==> src/rtl/vx_ibuffer_stage.sv <==
// ---------------------------------------------------------------------------
// vx_ibuffer_stage
//
// Per-warp instruction buffer that sits between decode and the
// scoreboard/issue stage. Each warp has its own small FIFO, so program order
// is kept within a warp. A registered output slot feeds issue with one
// instruction per cycle. Warps with pending work are picked round-robin.
//
// Configuration macros:
//   NW_BITS         warp-id width (defaults to 2, giving 4 warps)
//   IBUF_BYPASS_EN  when defined, an instruction arriving while every queue
//                   is empty and the output slot is free skips its queue and
//                   loads straight into the output register (latency 1).
//                   When undefined, every instruction goes through its queue
//                   (minimum latency 2 edges).
//
// Ports:
//   clk, reset        clock, synchronous active-high reset
//   decode_valid/ready  handshake from decode; ready = !full[decode_wid]
//   decode_*          instruction payload from decode
//   ibuf_valid/ready  handshake to issue
//   ibuf_*            registered instruction payload to issue
//   wfull             registered per-warp queue-full flags for fetch throttling
// ---------------------------------------------------------------------------
`ifndef NW_BITS
`define NW_BITS 2
`endif

module vx_ibuffer_stage #(
  parameter int IBUF_SIZE   = 4,
  parameter int NUM_THREADS = 4,
  parameter int UUID_WIDTH  = 44,
  parameter int EX_BITS     = 2,
  parameter int OP_BITS     = 4,
  parameter int MOD_BITS    = 3,
  parameter int NR_BITS     = 5
) (
  input  logic                        clk,
  input  logic                        reset,

  input  logic                        decode_valid,
  output logic                        decode_ready,
  input  logic [UUID_WIDTH-1:0]       decode_uuid,
  input  logic [`NW_BITS-1:0]         decode_wid,
  input  logic [NUM_THREADS-1:0]      decode_tmask,
  input  logic [31:0]                 decode_pc,
  input  logic [EX_BITS-1:0]          decode_ex_type,
  input  logic [OP_BITS-1:0]          decode_op_type,
  input  logic [MOD_BITS-1:0]         decode_op_mod,
  input  logic                        decode_wb,
  input  logic                        decode_use_pc,
  input  logic                        decode_use_imm,
  input  logic [31:0]                 decode_imm,
  input  logic [NR_BITS-1:0]          decode_rd,
  input  logic [NR_BITS-1:0]          decode_rs1,
  input  logic [NR_BITS-1:0]          decode_rs2,
  input  logic [NR_BITS-1:0]          decode_rs3,

  output logic                        ibuf_valid,
  input  logic                        ibuf_ready,
  output logic [UUID_WIDTH-1:0]       ibuf_uuid,
  output logic [`NW_BITS-1:0]         ibuf_wid,
  output logic [NUM_THREADS-1:0]      ibuf_tmask,
  output logic [31:0]                 ibuf_pc,
  output logic [EX_BITS-1:0]          ibuf_ex_type,
  output logic [OP_BITS-1:0]          ibuf_op_type,
  output logic [MOD_BITS-1:0]         ibuf_op_mod,
  output logic                        ibuf_wb,
  output logic                        ibuf_use_pc,
  output logic                        ibuf_use_imm,
  output logic [31:0]                 ibuf_imm,
  output logic [NR_BITS-1:0]          ibuf_rd,
  output logic [NR_BITS-1:0]          ibuf_rs1,
  output logic [NR_BITS-1:0]          ibuf_rs2,
  output logic [NR_BITS-1:0]          ibuf_rs3,

  output logic [(1 << `NW_BITS)-1:0]  wfull
);

  localparam int NW_BITS   = `NW_BITS;
  localparam int NUM_WARPS = 1 << NW_BITS;
  localparam int PTR_W     = $clog2(IBUF_SIZE);
  localparam int CNT_W     = PTR_W + 1;

  typedef struct packed {
    logic [UUID_WIDTH-1:0]  uuid;
    logic [NW_BITS-1:0]     wid;
    logic [NUM_THREADS-1:0] tmask;
    logic [31:0]            pc;
    logic [EX_BITS-1:0]     ex_type;
    logic [OP_BITS-1:0]     op_type;
    logic [MOD_BITS-1:0]    op_mod;
    logic                   wb;
    logic                   use_pc;
    logic                   use_imm;
    logic [31:0]            imm;
    logic [NR_BITS-1:0]     rd;
    logic [NR_BITS-1:0]     rs1;
    logic [NR_BITS-1:0]     rs2;
    logic [NR_BITS-1:0]     rs3;
  } payload_t;

  payload_t               mem [NUM_WARPS][IBUF_SIZE];
  logic [PTR_W-1:0]       wr_ptr   [NUM_WARPS];
  logic [PTR_W-1:0]       rd_ptr   [NUM_WARPS];
  logic [CNT_W-1:0]       count    [NUM_WARPS];
  logic [CNT_W-1:0]       cnt_next [NUM_WARPS];

  logic [NUM_WARPS-1:0]   full;
  logic [NUM_WARPS-1:0]   empty;
  logic [NUM_WARPS-1:0]   push_w;
  logic [NUM_WARPS-1:0]   pop_w;

  logic [NW_BITS-1:0]     rr_ptr;
  logic [NW_BITS-1:0]     probe;
  logic [NW_BITS-1:0]     sel;
  logic                   found;

  payload_t               in_payload;
  payload_t               out_q;
  logic                   out_valid;
  logic                   out_free;
  logic                   push;
  logic                   pop;
  logic                   bypass;
  logic                   queue_wr;

  assign in_payload = '{
    uuid:    decode_uuid,
    wid:     decode_wid,
    tmask:   decode_tmask,
    pc:      decode_pc,
    ex_type: decode_ex_type,
    op_type: decode_op_type,
    op_mod:  decode_op_mod,
    wb:      decode_wb,
    use_pc:  decode_use_pc,
    use_imm: decode_use_imm,
    imm:     decode_imm,
    rd:      decode_rd,
    rs1:     decode_rs1,
    rs2:     decode_rs2,
    rs3:     decode_rs3
  };

  // Queue status flags, derived from the occupancy counters.
  always_comb begin
    full  = '0;
    empty = '0;
    for (int w = 0; w < NUM_WARPS; w++) begin
      full[w]  = (count[w] == CNT_W'(IBUF_SIZE));
      empty[w] = (count[w] == '0);
    end
  end

  // Ready depends only on the target queue's current occupancy; a pop in the
  // same cycle does not open a slot, which keeps ready free of any path from
  // ibuf_ready.
  assign decode_ready = !full[decode_wid];
  assign push         = decode_valid && decode_ready;
  assign out_free     = !out_valid || ibuf_ready;

  // Round-robin pick: first non-empty warp at or after rr_ptr. The probe
  // index is NW_BITS wide, so the addition wraps past the last warp to 0.
  always_comb begin
    found = 1'b0;
    sel   = '0;
    probe = '0;
    for (int i = 0; i < NUM_WARPS; i++) begin
      probe = rr_ptr + NW_BITS'(i);
      if (!found && !empty[probe]) begin
        found = 1'b1;
        sel   = probe;
      end
    end
  end

`ifdef IBUF_BYPASS_EN
  // Bypass only when nothing is queued anywhere, so it can never overtake an
  // older instruction of the same warp, and never coincides with a pop.
  logic all_empty;
  assign all_empty = &empty;
  assign bypass    = push && all_empty && out_free;
`else
  assign bypass    = 1'b0;
`endif

  assign pop      = out_free && found;
  assign queue_wr = push && !bypass;

  // Per-warp push/pop strobes and the resulting next occupancy.
  always_comb begin
    push_w = '0;
    pop_w  = '0;
    for (int w = 0; w < NUM_WARPS; w++) begin
      push_w[w]   = queue_wr && (decode_wid == NW_BITS'(w));
      pop_w[w]    = pop && (sel == NW_BITS'(w));
      cnt_next[w] = count[w] + CNT_W'(push_w[w]) - CNT_W'(pop_w[w]);
    end
  end

  // Queue storage has no reset; validity is tracked by the counters alone.
  always_ff @(posedge clk) begin
    if (!reset && queue_wr) begin
      mem[decode_wid][wr_ptr[decode_wid]] <= in_payload;
    end
  end

  // Queue pointers, counters and the registered full flags. wfull is taken
  // from the next-state counts so it lines up with the counters themselves.
  always_ff @(posedge clk) begin
    if (reset) begin
      for (int w = 0; w < NUM_WARPS; w++) begin
        count[w]  <= '0;
        wr_ptr[w] <= '0;
        rd_ptr[w] <= '0;
      end
      wfull <= '0;
    end else begin
      for (int w = 0; w < NUM_WARPS; w++) begin
        count[w] <= cnt_next[w];
        if (push_w[w]) begin
          wr_ptr[w] <= wr_ptr[w] + PTR_W'(1);
        end
        if (pop_w[w]) begin
          rd_ptr[w] <= rd_ptr[w] + PTR_W'(1);
        end
        wfull[w] <= (cnt_next[w] == CNT_W'(IBUF_SIZE));
      end
    end
  end

  // Output slot: holds while stalled, otherwise loads the bypassed or
  // selected instruction and advances the round-robin pointer past it.
  always_ff @(posedge clk) begin
    if (reset) begin
      out_valid <= 1'b0;
      out_q     <= '0;
      rr_ptr    <= '0;
    end else if (out_free) begin
      if (bypass) begin
        out_valid <= 1'b1;
        out_q     <= in_payload;
        rr_ptr    <= decode_wid + NW_BITS'(1);
      end else if (found) begin
        out_valid <= 1'b1;
        out_q     <= mem[sel][rd_ptr[sel]];
        rr_ptr    <= sel + NW_BITS'(1);
      end else begin
        out_valid <= 1'b0;
      end
    end
  end

  assign ibuf_valid   = out_valid;
  assign ibuf_uuid    = out_q.uuid;
  assign ibuf_wid     = out_q.wid;
  assign ibuf_tmask   = out_q.tmask;
  assign ibuf_pc      = out_q.pc;
  assign ibuf_ex_type = out_q.ex_type;
  assign ibuf_op_type = out_q.op_type;
  assign ibuf_op_mod  = out_q.op_mod;
  assign ibuf_wb      = out_q.wb;
  assign ibuf_use_pc  = out_q.use_pc;
  assign ibuf_use_imm = out_q.use_imm;
  assign ibuf_imm     = out_q.imm;
  assign ibuf_rd      = out_q.rd;
  assign ibuf_rs1     = out_q.rs1;
  assign ibuf_rs2     = out_q.rs2;
  assign ibuf_rs3     = out_q.rs3;

endmodule

==> config.mk <==
export PLATFORM = sky130hd
export DESIGN_NAME = vx_ibuffer_stage
export DESIGN_NICKNAME = d
export VERILOG_FILES = /design/src/rtl/vx_ibuffer_stage.sv
export SDC_FILE = /design/constraint.sdc
export NUM_CORES = 2
export LEC_CHECK = 0
export ABC_AREA = 1
export BUFFER_PORTS_ARGS = -buffer_cell sky130_fd_sc_hd__buf_2
export CAP_MARGIN = 20
export CORE_UTILIZATION = 52
export CTS_CLUSTER_SIZE = 40
export DETAILED_ROUTE_END_ITERATION = 12
export PLACE_DENSITY = 0.78
export SETUP_SLACK_MARGIN = 0.5
export SLEW_MARGIN = 40
export SYNTH_ARGS = -nofsm -noshare
export SYNTH_HDL_FRONTEND = slang
export SYNTH_SLANG_ARGS = --single-unit
export TNS_END_PERCENT = 100
==> constraint.sdc <==
create_clock -name clk -period 22.3 [get_ports clk]
set_clock_uncertainty 0.1 [all_clocks]
set_input_delay 4.46 -clock clk [delete_from_list [all_inputs] [get_ports clk]]
set_output_delay 4.46 -clock clk [all_outputs]
set_load 0.05 [all_outputs]
* Word-level counts from Yosys, hierarchy flattened
Memories as Yosys holds them, arrays and structs flattened.
Index checks and enable logic that the tools add are counted.
** Word-level totals
- Flip-flop bits (word level) :: 153
- Bits in writable memories :: 2364
- Bits of input ports :: 150
- Output and inout bits :: 152
- Logic and storage cells :: 174
- Memories kept :: 4
** Operators by class
- Add/sub/neg operators :: 20
- $lt $le $gt $ge :: 8
- Eq/ne operators :: 14
- Mux-type cells :: 65
- Bitwise operators :: 14
- Reductions and logical operators :: 31
** Memory list
- mem :: words 4, width 584, read ports 1, clocked after memory_dff 0, write ports 1, line 103 : payload_t mem [NUM_WARPS][IBUF_SIZE];
- count :: words 4, width 3, read ports 4, clocked after memory_dff 0, write ports 4, line 106 : logic [CNT_W-1:0] count [NUM_WARPS];
- rd_ptr :: words 4, width 2, read ports 5, clocked after memory_dff 0, write ports 4, line 105 : logic [PTR_W-1:0] rd_ptr [NUM_WARPS];
- wr_ptr :: words 4, width 2, read ports 5, clocked after memory_dff 0, write ports 4, line 104 : logic [PTR_W-1:0] wr_ptr [NUM_WARPS];
** Operators by type and width (number)
- 584-bit 2-to-1 mux :: 1
- 146-bit 2-to-1 mux :: 3
- 146-bit binary-select mux with 2-bit select :: 1
- 146-bit demux with 2-bit select :: 1
- 1-bit 2-to-1 mux :: 38
- 3-bit equality test, second input constant :: 8
- 2-bit 2-to-1 mux :: 12
- 2-bit by 1-bit adder with 2-bit output, second input constant :: 10
- 1-bit logical AND :: 15
- 2-bit by 3-bit less-than comparator with 1-bit output, second input constant :: 5
- 3-bit by 1-bit adder with 3-bit output :: 4
- 3-bit logical NOT :: 4
- 3-bit 2-to-1 mux :: 4
- 1-bit OR :: 12
- 3-bit by 1-bit subtractor with 3-bit output :: 4
- 1-bit binary-select mux with 2-bit select :: 5
- 2-bit equality test, second input constant :: 4
- 1-bit logical NOT :: 8
- 3-bit greater-or-equal comparator, second input constant :: 2
- 2-bit NOT with 3-bit output :: 2
- 2-bit adder, second input constant :: 2
- 2-bit by 1-bit equality test with 1-bit output, second input constant :: 2
- 2-bit logical NOT :: 2
- 3-bit by 1-bit less-than comparator with 1-bit output, second input constant :: 1
- other kinds (2) :: 2

* Depth between registers and ports, before layout
An unclocked memory read counts as a cell.
- Depth in word-level cells :: 19
- Gate-level depth with buffers :: 23
- Mapped depth without buffers :: 20

* Worst setup path after synthesis
OpenSTA, ideal clock, no wires.
- Kind :: in2reg
- Start :: in decode_wid[0]
- End :: mem mem[0][146] (netlist name) (enable)
- Setup time :: 0.654 ns
- Arrival time :: 13.045 ns
- Required time :: 21.546 ns
- Slack :: 8.501 ns
- Cell stages on the path :: 10
- Buffers on the path :: 0
- Cell sequence :: inv_1 nand2_1 inv_1 a311oi_1 nand2_1 inv_1 nand2_1 nor2_1 nand2_1 nor2_1
** Between the ends
- Cells in the longest elaborated chain, start to end :: 7
- Elaborated cells between the ends (all ways) :: 14
- Classes of those cells :: order compare (2); mux (6); bitwise (1); reduce/logical (4); memory (1)
** Ends and longest elaborated chain
- start: declaration :: line 44 : input logic [`NW_BITS-1:0] decode_wid,
- 1-bit binary-select mux with 2-bit select :: line 159 : assign decode_ready = !full[decode_wid];
- 1-bit 2-to-1 mux (implied by the code) :: line 159
- 1-bit logical NOT :: line 159
- named net decode_ready :: line 42 : output logic decode_ready,
- 1-bit logical AND :: line 160 : assign push = decode_valid && decode_ready;
- 1-bit logical AND :: line 204 : if (!reset && queue_wr) begin
- 1-bit 2-to-1 mux :: line 204
- 584-bit 2-to-1 mux (implied by the code) :: line 205 : mem[decode_wid][wr_ptr[decode_wid]] <= in_payload;
- end: declaration :: line 103
The timed path passes the listed nets, and every way through them passes these cells. The select of a mux whose other input is x is not followed.

* Worst setup path after layout
- Start :: in decode_wid[0]
- End :: out decode_ready
** Between the ends
- Cells in the longest elaborated chain, start to end :: 3
** Ends and longest elaborated chain (line)
- 1-bit binary-select mux with 2-bit select :: 159
- 1-bit 2-to-1 mux (implied by the code) :: 159
- 1-bit logical NOT :: 159
- end: declaration :: 42
Every way passes these cells. The select of a mux whose other input is x is not followed.

==> results.md <==
* Setup CP Type: in2out
* Mapped Area at 107900 um^2
* Post-Route Setup TNS at 0 ns
* Clk Latency, worst-skew pair at 0.90 ns
* Post-DP HPWL at 151000 um
* Max_cap viols at 0
* Post-CTS Resized at 0
* Initial core utilization at 52.53%
* Post-CTS Setup Inserts at 0
* CTS buffer count at 233
* Crit path max fanout at 19
* Sequential fraction of the synthesis area at 68.52%
* Die ar. at 209300 um^2
* Worst Setup SP: decode_wid[0]
* Critical Path Sink Type: output pin
* H-tree depth at 4
* Max Buffers Root-to-Sink at 3
* Fin. Hold Viols at 0
* Final Cycle Share at 50.37%
* Most common cell in the netlist: edfxtp_1
* WP data required at 17.74 ns
* Area growth, synth to finish at 10.40%
* Largest net degree at the start of global routing at 161
* Drt wl/cell at 21.75 um
* Avg Cell Area, Syn at 10.40 um^2
* Die Y at 457.5 um
* Syn Nets at 10530
* Via/cell ratio at 5.845
* CTS root buffer: clkbuf_16
* Worst slew margin at 34.96%
* Synth top area share at 65.46%
* Hold path startpoint: ibuf_tmask[2]
* Synthesis-stage register bit count at 2517
* Area contributors post-synth: edfxtp_1 (65%), nand3_1 (10%), nand2_1 (6.8%), nor2_1 (5.8%), dfxtp_1 (3.1%)
* Clock transition at path regs at 0.06 ns
* Asr flop ratio synth at 0%
* Cell taking the most area after synthesis: edfxtp_1
* DRC viols at 0
* Share of layout cells above drive strength 1 at 7.816%
* Min cycle time layout at 11.23 ns
* Remaining Overflow, GRT at 0
* Vias in the first global route at 75090
* Worst Hold Class: reg2reg
* IO Count at 302
* Unique masters post-synth at 37
* R2R Path Start: rr_ptr[0]
* Achievable Freq at 0.08903 GHz
* Actual slew at the worst max-slew pin at 0.9756 ns
* Synth Warn # at 0
* Initial antenna violation count at 47
* Mapped Cells at 10370
* CTS tree: built
* Global Route Usage Sum at 27.08%
* Placeable Area at 205400 um^2
* Drt pass-1 iters at 9
* Aggregate routed wire length at 288000 um
* Number of synthesized flops with an enable pin at 2352
* Final #Nets at 10490
* Std-Cell Rows at 166
* First-pass GRT wire length at 436900 um
* DRT antenna net count at 0
* Startpoint Class: input port
* Worst EP arrival at 6.67 ns
* Commonest cells in the netlist: edfxtp_1 (2352), nand3_1 (2216), nand2_1 (1963), nor2_1 (1655), inv_1 (785)
* RD Place Congestion at 0.8123
* Hold buffer count at CTS at 0
* Routed via count at 77370
* Clock Sinks at 2517
* RSZ-0062 raised after global routing: no
* Setup violators final at 0
* Top_reg_cell synth: edfxtp_1
* DRT iter0 DRCs at 9681
* Number of port buffers at 301
* Die Wd at 457.5 um
* Slew Viols, Final at 0
* Status: complete, no violations
==> worst max-delay path, cell delays in order <==
cell      delay [ns]
buf_2           0.31
inv_1           0.10
nand2_1         0.44
inv_1           0.18
a311oi_1        0.77
buf_2           0.40
==> path summary, 6_finish.rpt <==
kind                                      end  slack [ns]  depth (start not counted)
worst max register to register    ibuf_rs1[1]       15.49                         21
worst max-delay path             decode_ready       11.07                          6
worst min register to register  ibuf_tmask[2]        0.46                          4
worst min-delay path            ibuf_tmask[2]        0.46                          4
==> stage by stage <==
step	cell area, um^2	setup slack, ns	util (%)	hold WS [ns]	cells
3_3_place_gp	110400	11.17	53.76	0.4418	12750
3_5_place_dp	111200	11.17	54.11	0.4483	12770
4_1_cts	118900	11.13	57.87	0.4659	13210
2_1_floorplan	107900	8.501	-	0.4161	10370
6_report	119100	11.07	57.99	0.4639	13240
5_1_grt	119100	10.94	57.98	0.4895	13230
==> kinds of logic (layout without fill, tap and decap cells) <==
family	count (synthesis)	in the layout	synth area share, %
AOI/OAI and AO/OA	457	457	2.154
xor gates and xnor gates	12	12	0.09740
adders and majority gates	12	12	0.1670
buffers and inverters	1506	1665	5.983
DFF	2517	2517	68.52
other	0	19	0
and+or+nand+nor	5867	5867	23.08
==> layer usage <==
metal  track usage, %  vias to the layer above  routed length (um)  share of wire (%)
li1                 -                    34990                   -                  -
met1            35.39                    37100              107400                 37
met2            44.07                     4541              136800                 48
met3            4.644                      724               30950                 11
met4            12.92                       24               12630                4.4
met5                0                        -                 145              0.050
==> sequential cells by signal, summed over array words and instances (netlist names), 2 cells and up <==
register,count
ibuf_imm,32
ibuf_ex_type,2
rd_ptr,8
wr_ptr,8
ibuf_pc,32
mem,2336
ibuf_rd,5
ibuf_op_mod,3
count,12
ibuf_tmask,4
ibuf_op_type,4
wfull,4
ibuf_rs2,5
ibuf_uuid,44
ibuf_rs3,5
ibuf_rs1,5
ibuf_wid,2
rr_ptr,2
==> layout make-up <==
cell class              instances  area, um^2
repair buffers                432        3363
clock buffers                 327        6559
well taps                    2688        3363
clock inverters               115        1160
multi-input cells            6348       27720
fillers                     15750       86290
flip-flops and latches       2517       73930
diodes                         19       47.55
inverters                     791        2984
==> cell usage in the layout, fill, tap and decap left out, types with 18 or more instances in the layout <==
cell type,Yosys,final
edfxtp_1,2352,2352
nand3_1,2216,2215
nand2_1,1963,1962
nor2_1,1655,1639
inv_1,785,785
a21oi_1,440,440
buf_2,528,300
clkbuf_16,0,237
dfxtp_1,165,165
clkbuf_1,140,61
buf_6,1,61
clkinv_2,0,41
clkinv_1,2,33
clkbuf_8,0,30
buf_4,36,29
buf_12,0,23
diode_2,0,19
nor2_4,0,19
bufinv_16,0,18
Power is left out: the tool's default activity adds up to more than one toggle a clock period on the data nets, which glitch-free logic cannot reach.
